File: src/rtl/retire_trace_unit.sv
// Shadow pipeline that follows each instruction to write-back and emits one commit record per retire.
// Records appear on trace_* 5 cycles after fetch through a DEPTH-entry FIFO; a full FIFO drops and counts, never stalls the core.
`timescale 1ns/1ps
module retire_trace_unit #(
  parameter int DEPTH = 8,
  parameter int CNT_W = 32
) (
  input  logic             clk,
  input  logic             reset,
  input  logic             fetch_valid,
  input  logic [31:0]      pc_fetch,
  input  logic [31:0]      instr_fetch,
  input  logic             is_r_type_iss,
  input  logic             is_i_type_iss,
  input  logic             is_j_type_iss,
  input  logic [4:0]       rs_iss,
  input  logic [4:0]       rt_iss,
  input  logic [4:0]       rd_iss,
  input  logic             stall,
  input  logic             flush,
  input  logic             reg_wr_wb,
  input  logic [4:0]       wr_addr_wb,
  input  logic [31:0]      wr_data_wb,
  output logic             trace_valid,
  input  logic             trace_ready,
  output logic [31:0]      trace_pc,
  output logic [31:0]      trace_instr,
  output logic [1:0]       trace_type,
  output logic             trace_wen,
  output logic [4:0]       trace_dest,
  output logic [31:0]      trace_wdata,
  output logic [CNT_W-1:0] retire_cnt,
  output logic [CNT_W-1:0] drop_cnt,
  output logic             overflow
);
  localparam int AW = $clog2(DEPTH);
  localparam logic [AW:0] FULL_CNT = (AW+1)'(DEPTH);

  typedef struct packed {
    logic        v;
    logic [31:0] pc;
    logic [31:0] instr;
    logic [1:0]  typ;
    logic [4:0]  rs;
    logic [4:0]  rt;
    logic [4:0]  rd;
  } stage_t;

  typedef struct packed {
    logic [31:0] pc;
    logic [31:0] instr;
    logic [1:0]  typ;
    logic        wen;
    logic [4:0]  dest;
    logic [31:0] wdata;
  } rec_t;

  logic             iss_v_q, iss_v_d;
  logic [31:0]      iss_pc_q, iss_pc_d, iss_instr_q, iss_instr_d;
  stage_t           ex_q, ex_d, mem_q, mem_d, wb_q, wb_d;
  rec_t             wb_rec, out_q, out_d;
  rec_t             buf_q [DEPTH];
  rec_t             buf_d [DEPTH];
  logic [AW-1:0]    rd_ptr_q, rd_ptr_d, wr_ptr_q, wr_ptr_d;
  logic [AW:0]      count_q, count_d;
  logic             push, pop, drop, push_acc;
  logic [CNT_W-1:0] retire_cnt_q, retire_cnt_d, drop_cnt_q, drop_cnt_d;
  logic             overflow_q, overflow_d;

  // Flush kills both the instruction leaving ISS and the one arriving from fetch, even under stall.
  always_comb begin
    iss_v_d     = iss_v_q;
    iss_pc_d    = iss_pc_q;
    iss_instr_d = iss_instr_q;
    if (!stall) begin
      iss_v_d     = fetch_valid;
      iss_pc_d    = pc_fetch;
      iss_instr_d = instr_fetch;
    end
    if (flush) iss_v_d = 1'b0;

    ex_d.v     = iss_v_q & ~stall & ~flush;
    ex_d.pc    = iss_pc_q;
    ex_d.instr = iss_instr_q;
    ex_d.rs    = rs_iss;
    ex_d.rt    = rt_iss;
    ex_d.rd    = rd_iss;
    if (is_r_type_iss)      ex_d.typ = 2'b00;
    else if (is_i_type_iss) ex_d.typ = 2'b01;
    else if (is_j_type_iss) ex_d.typ = 2'b10;
    else                    ex_d.typ = 2'b11;

    mem_d = ex_q;
    wb_d  = mem_q;
  end

  always_comb begin
    wb_rec.pc    = wb_q.pc;
    wb_rec.instr = wb_q.instr;
    wb_rec.typ   = wb_q.typ;
    wb_rec.wen   = reg_wr_wb && (wr_addr_wb != 5'd0);
    wb_rec.dest  = wb_rec.wen ? wr_addr_wb : 5'd0;
    wb_rec.wdata = wb_rec.wen ? wr_data_wb : 32'd0;
  end

  // out_q mirrors the head entry of the next cycle, bypassing the record being written when it becomes head.
  always_comb begin
    pop      = (count_q != '0) && trace_ready;
    push     = wb_q.v;
    drop     = push && (count_q == FULL_CNT) && !pop;
    push_acc = push && !drop;

    buf_d = buf_q;
    if (push_acc) buf_d[wr_ptr_q] = wb_rec;
    wr_ptr_d = push_acc ? wr_ptr_q + AW'(1) : wr_ptr_q;
    rd_ptr_d = pop ? rd_ptr_q + AW'(1) : rd_ptr_q;

    count_d = count_q;
    if (push_acc && !pop)      count_d = count_q + (AW+1)'(1);
    else if (!push_acc && pop) count_d = count_q - (AW+1)'(1);

    out_d = out_q;
    if (count_d != '0)
      out_d = (push_acc && (rd_ptr_d == wr_ptr_q)) ? wb_rec : buf_q[rd_ptr_d];

    retire_cnt_d = wb_q.v ? retire_cnt_q + CNT_W'(1) : retire_cnt_q;
    drop_cnt_d   = (drop && (drop_cnt_q != '1)) ? drop_cnt_q + CNT_W'(1) : drop_cnt_q;
    overflow_d   = overflow_q | drop;
  end

  always_ff @(posedge clk) begin
    if (!reset) begin
      iss_v_q      <= 1'b0;
      iss_pc_q     <= '0;
      iss_instr_q  <= '0;
      ex_q         <= '0;
      mem_q        <= '0;
      wb_q         <= '0;
      out_q        <= '0;
      rd_ptr_q     <= '0;
      wr_ptr_q     <= '0;
      count_q      <= '0;
      retire_cnt_q <= '0;
      drop_cnt_q   <= '0;
      overflow_q   <= 1'b0;
    end else begin
      iss_v_q      <= iss_v_d;
      iss_pc_q     <= iss_pc_d;
      iss_instr_q  <= iss_instr_d;
      ex_q         <= ex_d;
      mem_q        <= mem_d;
      wb_q         <= wb_d;
      out_q        <= out_d;
      rd_ptr_q     <= rd_ptr_d;
      wr_ptr_q     <= wr_ptr_d;
      count_q      <= count_d;
      retire_cnt_q <= retire_cnt_d;
      drop_cnt_q   <= drop_cnt_d;
      overflow_q   <= overflow_d;
    end
  end

  // Storage needs no reset: only entries covered by count_q are ever read.
  always_ff @(posedge clk) begin
    buf_q <= buf_d;
  end

  logic unused_idx;
  assign unused_idx = ^{wb_q.rs, wb_q.rt, wb_q.rd};

  assign trace_valid = (count_q != '0);
  assign trace_pc    = out_q.pc;
  assign trace_instr = out_q.instr;
  assign trace_type  = out_q.typ;
  assign trace_wen   = out_q.wen;
  assign trace_dest  = out_q.dest;
  assign trace_wdata = out_q.wdata;
  assign retire_cnt  = retire_cnt_q;
  assign drop_cnt    = drop_cnt_q;
  assign overflow    = overflow_q;
endmodule

File: config.mk
export PLATFORM = sky130hd
export DESIGN_NAME = retire_trace_unit
export DESIGN_NICKNAME = d
export VERILOG_FILES = /design/src/rtl/retire_trace_unit.sv
export SDC_FILE = /design/constraint.sdc
export NUM_CORES = 2
export LEC_CHECK = 0
export ABC_AREA = 1
export BUFFER_PORTS_ARGS = -buffer_cell sky130_fd_sc_hd__buf_2
export CORE_MARGIN = 2
export CORE_UTILIZATION = 57
export CTS_BUF_LIST = sky130_fd_sc_hd__clkbuf_2 sky130_fd_sc_hd__clkbuf_4 sky130_fd_sc_hd__clkbuf_8
export DETAILED_ROUTE_END_ITERATION = 6
export GPL_TIMING_DRIVEN = 0
export PLACE_DENSITY = 0.75
export RECOVER_POWER = 25
export SETUP_SLACK_MARGIN = 0.4
export SYNTH_ARGS = -nofsm -noshare
export SYNTH_HDL_FRONTEND = slang
export SYNTH_SLANG_ARGS = --single-unit
File: constraint.sdc
create_clock -name clk -period 6.1 [get_ports clk]
set_input_delay 0.305 -clock clk [delete_from_list [all_inputs] [get_ports clk]]
set_output_delay 0.305 -clock clk [all_outputs]
set_load 0.01 [all_outputs]
# ---- Word-level counts from Yosys, hierarchy flattened
# Index checks and enable logic that the tools add are counted.
dict set report totals {
  reg_bits 1277
  latch_bits 0
  mem_bits_rw 0
  romBits 0
  output_inout_bits 170
  elab_cells 129
  n_memories 0
}
dict set report classes {
  n_addsub 6
  mul 0
  n_div 0
  order_cmp 3
  eq_ne 3
  n_shift 0
  n_mux 14
  bitwise 8
  n_reduce_logical 19
}
# cell n
set ops {}
lappend ops {{bitwise mux 832 bit} 1}
lappend ops {{2-to-1 mux 104 bit} 4}
lappend ops {{binary-select mux 104 bit (select 3 bit)} 1}
lappend ops {{demux 104 bit (select 3 bit)} 1}
lappend ops {{adder 32 x 1 -> 32 bit (second input constant)} 2}
lappend ops {{2-to-1 mux 32 bit} 1}
lappend ops {{!= test 32 bit (second input constant)} 1}
lappend ops {{logical AND 1 bit} 10}
lappend ops {{greater-or-equal comparator 4 bit (second input constant)} 2}
lappend ops {{2-to-1 mux 4 bit} 2}
lappend ops {{NOT 3 -> 4 bit} 2}
lappend ops {{nonzero test 4 bit} 2}
lappend ops {{adder 3 x 1 -> 3 bit (second input constant)} 2}
lappend ops {{2-to-1 mux 5 bit} 1}
lappend ops {{nonzero test 5 bit} 1}
lappend ops {{adder 4 x 1 -> 4 bit (second input constant)} 1}
lappend ops {{equality test 4 bit (second input constant)} 1}
lappend ops {{less-than comparator 4 x 1 -> 1 bit (second input constant)} 1}
lappend ops {{OR reduction 2 bit} 2}
lappend ops {{subtractor 4 x 1 -> 4 bit (second input constant)} 1}
lappend ops {{equality test 3 bit} 1}
lappend ops {{zero test 1 bit} 3}
lappend ops {{2-to-1 mux 3 bit} 1}
lappend ops {{NOT 1 bit} 3}
lappend ops {{4 further kinds} 6}

# ---- Logic depth before layout (Yosys ltp)
dict set report logic_depth {
  word_depth 11
  depth_mapped 16
  depth_no_buf 14
}

# ---- Worst setup path after synthesis
# Ideal clock, no wire load.
dict set report synth_path {
  path_type {register -> register}
  startpoint {register count_q[0]}
  endpoint {register buf_q[104] (netlist name), enable pin}
  setup_time_ns 0.568
  t_arrival_ns 5.590
  t_required_ns 5.532
  path_slack_ns -0.058
  stages_incl_launch_ff 10
  n_path_buf 0
  cell_sequence {dfxtp_1 -> inv_1 -> ha_1 -> inv_1 -> nor2_1 -> nand4_1 -> nand2_1 -> inv_1 -> nand2_1 -> nor2_1}
}
dict set report synth_between {
  elab_chain_cells 6
  word_cells_on_any_way 8
}
# item line_no
set synth_rtl {}
lappend synth_rtl {{start: declaration} 65} ;# logic [AW:0] count_q, count_d;
lappend synth_rtl {{start signal: assignment} 156} ;# count_q <= count_d;
lappend synth_rtl {{nonzero test 4 bit} 108} ;# pop = (count_q != '0) && trace_ready;
lappend synth_rtl {{logical AND 1 bit} 108}
lappend synth_rtl {{zero test 1 bit} 110} ;# drop = push && (count_q == FULL_CNT) && !pop;
lappend synth_rtl {{logical AND 1 bit (*)} 110}
lappend synth_rtl {{zero test 1 bit (*)} 111} ;# push_acc = push && !drop;
lappend synth_rtl {{logical AND 1 bit (*)} 111}
lappend synth_rtl {{end signal: assignment} 165} ;# buf_q <= buf_d;
lappend synth_rtl {{end: declaration} 62} ;# rec_t buf_q [DEPTH];
# Mark *: on every way between the ends. The rest lies on a longest branch, timed or not.
# A chain may end at the register's enable or synchronous reset.

# ---- Worst setup path in the final report
dict set report layout_path {
  startpoint {register count_q[0]}
  endpoint {register out_q, in the netlist trace_pc[30]}
}
dict set report layout_between {
  elab_chain_cells 11
  word_cells_on_any_way 24
}
# item line_no
set layout_rtl {}
lappend layout_rtl {{branches (longest 11 deep; another with binary-select mux 104 bit (select 3 bit))} --}
lappend layout_rtl {{end signal: assignment} 153} ;# out_q <= out_d;
lappend layout_rtl {{end: declaration} 61} ;# rec_t wb_rec, out_q, out_d;
# Several ways; the timed one is not identified. The select of a mux whose other input is x is not followed.

==> impl_metrics.py <==
metrics = {
    "logic_synthesis": {
        "combinational_family_with_the_most_area_after_synthesis": "simple AND/OR/NAND/NOR gates",
        "synth.yosys.seq_area_share_pct": 63.41,
        "netlist_instances": 5956,
        "synth_fa_ha_area_share_pct": 0.1405,
        "synth.cells.most_frequent": "sky130_fd_sc_hd__nand2_1, sky130_fd_sc_hd__inv_1, sky130_fd_sc_hd__nor2_1",
        "syn_area_um2": 53450,
        "top_cells_by_area_synth": "sky130_fd_sc_hd__edfxtp_1, sky130_fd_sc_hd__dfxtp_1, sky130_fd_sc_hd__nand2_1",
        "synthMuxAreaShare_pct": 0,
        "async_reset_ff_share_pct": 0,
        "synth_compound_area_share_pct": 2.203,
        "synth_top_area_cell": "sky130_fd_sc_hd__edfxtp_1",
        "synth_enable_flop_cells": 832,
        "post-synth-top-count-cell": "sky130_fd_sc_hd__nand2_1",
        "netlist.area_leader.share_pct": 46.75,
        "post_synthesis_share_of_cell_area_spent_on_and_or_nand_and_nor_gates_pct": 23.59,
        "avgSynthCellArea_um2": 8.974,
        "ys.flop_type": "sky130_fd_sc_hd__edfxtp_1",
        "synth.yosys.warnings": 0,
        "synth_fp_nets": 6088,
        "post_synth_xor_area_fraction_pct": 0.6227,
        "ys_ff_latch": 1277,
        "synthDistinctLibCells": 36,
    },
    "min_path": {
        "hold_depth": 3,
        "timing.hold.worst.class": "input pin to flop",
    },
    "routing": {
        "drtAntennaViolNets": 0,
        "first_pass_drt_iterations": 6,
        "routed_wl_um": 145500,
        "post_drt_via_cell_ratio": 5.202,
        "post_drt_wl_per_cell_um": 18.12,
        "drc_errors_left": 0,
        "routed-via-count": 41780,
        "drt-initial-drc-count": 4220,
    },
    "clock_tree": {
        "post-cts-setup-buffers": 0,
        "clock_tree.htree_level_count": 4,
        "cts_buffers": 199,
        "clock_path_buffers": 3,
        "clkLatencyLatePin_ns": 0.86,
        "cts_root_buffer": "sky130_fd_sc_hd__clkbuf_8",
        "cts_tree": "yes",
        "cts.clk_slew.worst_paths_ns": 0.06,
        "cts_resized": 0,
        "clkSinkCount": 1277,
    },
    "sta": {
        "layout_worst_path_cycle_share_pct": 61.07,
        "rsz0062_at_grt": "no",
        "clock_skews_ns": 0.03890,
        "timing.max_slew.rel_slack_pct": 22.49,
        "final-setup-viol-count": 0,
        "drv_slew": 0,
        "final.setup.worst_slack_ns": 2.375,
        "hold_viol_final": 0,
        "max_slew.worst_pin.slew_ns": 1.163,
        "period_needed_ns": 3.725,
        "clock.fmax_ghz": 0.2684,
    },
    "placement": {
        "dpl.hpwl_um": 95220,
        "rd_place_congestion": 0.8943,
        "worst_slack_at_placement_ns": 2.600,
        "portBuffers": 278,
        "postPlaceCellArea_um2": 57130,
    },
    "layout": {
        "layout-area-overhead-vs-synth_pct": 17.41,
        "final_layout_size_suffix_gt1_share_pct": 12.47,
        "num-nets-final": 6735,
        "finalCoreUtilization_pct": 67.34,
        "area_of_all_placed_cells_without_fillers_um2": 62750,
    },
    "worst_setup_path": {
        "worst_setup_path_end_kind": "flop",
        "critPathMaxFanout": 10,
        "timing_worst_setup_path_type": "flop to flop",
        "critPathLaunchType": "flop",
        "ff2ff_path_depth": 15,
        "required_ns": 6.87,
        "cp.arrival_ns": 4.50,
    },
    "floorplanning": {
        "die_height_um": 310.2,
        "num_rows": 112,
        "io-pin-count": 296,
        "design.core.area_um2": 93190,
        "chipWidth_um": 310.2,
        "initial_core_util_pct": 57.35,
        "die_area_um2": 96230,
    },
    "global_route": {
        "grt_antenna_before_repair": 4,
        "via_count_of_the_first_global_routing_pass": 39570,
        "groute.usage.overall_pct": 29.97,
        "grt-ovfl-total": 0,
        "global_route_wire_length_before_repair_um": 219400,
        "maximum_number_of_pins_on_one_net_before_global_route_repair": 33,
    },
    "power": {
        "power.static_leakage_nw": 29.75,
        "post-layout-total-power_w": 0.03006,
        "power.density_cell_area_nw_per_um2": 479.0,
        "power.ir.vdd_worst_mv": 0.3571,
    },
    "status": {
        "run_status": "finished, final reports clean",
    },
    "job": {
        "max-cap-violations": 0,
    },
}
report_power, final:
part	switching, W	leakage [nW]	internal, W
Clock	0.00335	2.27	0.00416
Combinational	0.00912	16.3	0.00355
Sequential	0.000254	11.2	0.00962
through the flow:
step / hold slack (ns) / instances / setup TNS, ns
global route: 0.05615 / 8031 / 0
floorplan: 0.3818 / 5956 / -24.05
global placement: 0.3948 / 7488 / -1651.79
finish: 0.07649 / 8033 / 0
CTS: 0.003029 / 8030 / 0
detailed placement: 0.3953 / 7519 / 0
final cells by class:
| cell class | count | area [um2] |
|---|---|---|
| multi-input cells | 3323 | 14250 |
| diodes | 3 | 7.507 |
| plain buffers | 309 | 1429 |
| flip-flops and latches | 1277 | 33890 |
| fillers | 7051 | 30440 |
| clock buffers | 315 | 3816 |
| clock inverters | 59 | 425.4 |
| well taps | 1254 | 1569 |
| repair buffers | 446 | 3427 |
| inverters | 1047 | 3930 |
layer usage:
layer | global-route usage, % | share of wire (%) | vias up
met2 | 48.96 | 47 | 2054
li1 | - | - | 20050
met4 | 11.53 | 3.3 | 0
met3 | 6.566 | 9.9 | 316
met1 | 39.26 | 40 | 19360
met5 | 0 | 0 | -
state kept, by name, summed over array words and instances (netlist names), 2 cells and up:
register	flops
trace_pc	32
trace_wdata	32
trace_instr	32
buf_q	832
drop_cnt	32
retire_cnt	32
wr_ptr_q	3
rd_ptr_q	3
trace_dest	5
count_q	4
ex_q	67
iss_pc_q	32
iss_instr_q	32
trace_type	2
wb_q	66
mem_q	67
critical path, cell delays in order (launching register included):
cell and delay [ns]:
sky130_fd_sc_hd__dfxtp_1 0.39, sky130_fd_sc_hd__inv_1 0.12, sky130_fd_sc_hd__ha_1 0.30, sky130_fd_sc_hd__nand2_4 0.17, sky130_fd_sc_hd__nand2_4 0.11, sky130_fd_sc_hd__nand2_1 0.12, sky130_fd_sc_hd__nand2_2 0.23, sky130_fd_sc_hd__nand2_1 0.15
sky130_fd_sc_hd__nand2_1 0.35, sky130_fd_sc_hd__nand3_1 0.20, sky130_fd_sc_hd__buf_2 0.55, sky130_fd_sc_hd__buf_4 0.33, sky130_fd_sc_hd__inv_2 0.12, sky130_fd_sc_hd__nor2_1 0.30, sky130_fd_sc_hd__nor2_1 0.09, sky130_fd_sc_hd__nor2_1 0.10
kinds of logic after synthesis:
| group | after synthesis |
|---|---|
| compound gates | 230 |
| xor+xnor | 38 |
| fa+ha+maj | 6 |
| buf+inv | 1356 |
| flops | 1277 |
| simple gates | 3049 |
path summary, 6_finish.rpt:
path / start / endpoint / slack (ns)
hold reg to reg: mem_q[54]$_SDFF_PN0_ / wb_q[54]$_SDFF_PN0_ / 0.40
setup reg to reg: count_q[0]$_SDFF_PN0_ / trace_pc[30]$_SDFFE_PN0P_ / 2.37
setup / recovery: count_q[0]$_SDFF_PN0_ / trace_pc[30]$_SDFFE_PN0P_ / 2.37
hold / removal: stall / iss_pc_q[31]$_SDFFE_PN0N_ / 0.08
layout by cell type (no fill, tap or decap), types with 6 or more instances in the layout:
cell type	Yosys	layout
sky130_fd_sc_hd__inv_1	1038	1039
sky130_fd_sc_hd__dlygate4sd3_1	0	137
sky130_fd_sc_hd__nor2_1	879	871
sky130_fd_sc_hd__buf_6	7	7
sky130_fd_sc_hd__clkbuf_2	8	9
sky130_fd_sc_hd__buf_16	0	6
sky130_fd_sc_hd__ha_1	6	6
sky130_fd_sc_hd__clkinv_1	0	25
sky130_fd_sc_hd__nor2_4	1	9
sky130_fd_sc_hd__buf_1	18	18
sky130_fd_sc_hd__nand4_1	124	124
sky130_fd_sc_hd__nand2_1	1415	1415
sky130_fd_sc_hd__inv_2	9	8
sky130_fd_sc_hd__xor2_1	24	24
sky130_fd_sc_hd__clkbuf_8	0	232
sky130_fd_sc_hd__edfxtp_1	832	832
sky130_fd_sc_hd__a21oi_1	39	39
sky130_fd_sc_hd__nor3_1	35	35
sky130_fd_sc_hd__clkinv_2	0	18
sky130_fd_sc_hd__clkbuf_1	133	134
sky130_fd_sc_hd__buf_12	0	25
sky130_fd_sc_hd__buf_4	11	11
sky130_fd_sc_hd__nand3_1	569	569
sky130_fd_sc_hd__buf_2	132	408
sky130_fd_sc_hd__dfxtp_1	445	445
sky130_fd_sc_hd__clkbuf_4	0	83
sky130_fd_sc_hd__xnor2_1	14	14
sky130_fd_sc_hd__o21ai_0	179	179
timing repair:
action,in CTS,in global routing
hold endpoints to repair,340,0
hold buffers,137,0
setup endpoints to repair,0,0
(Power assumes the default switching activity.)
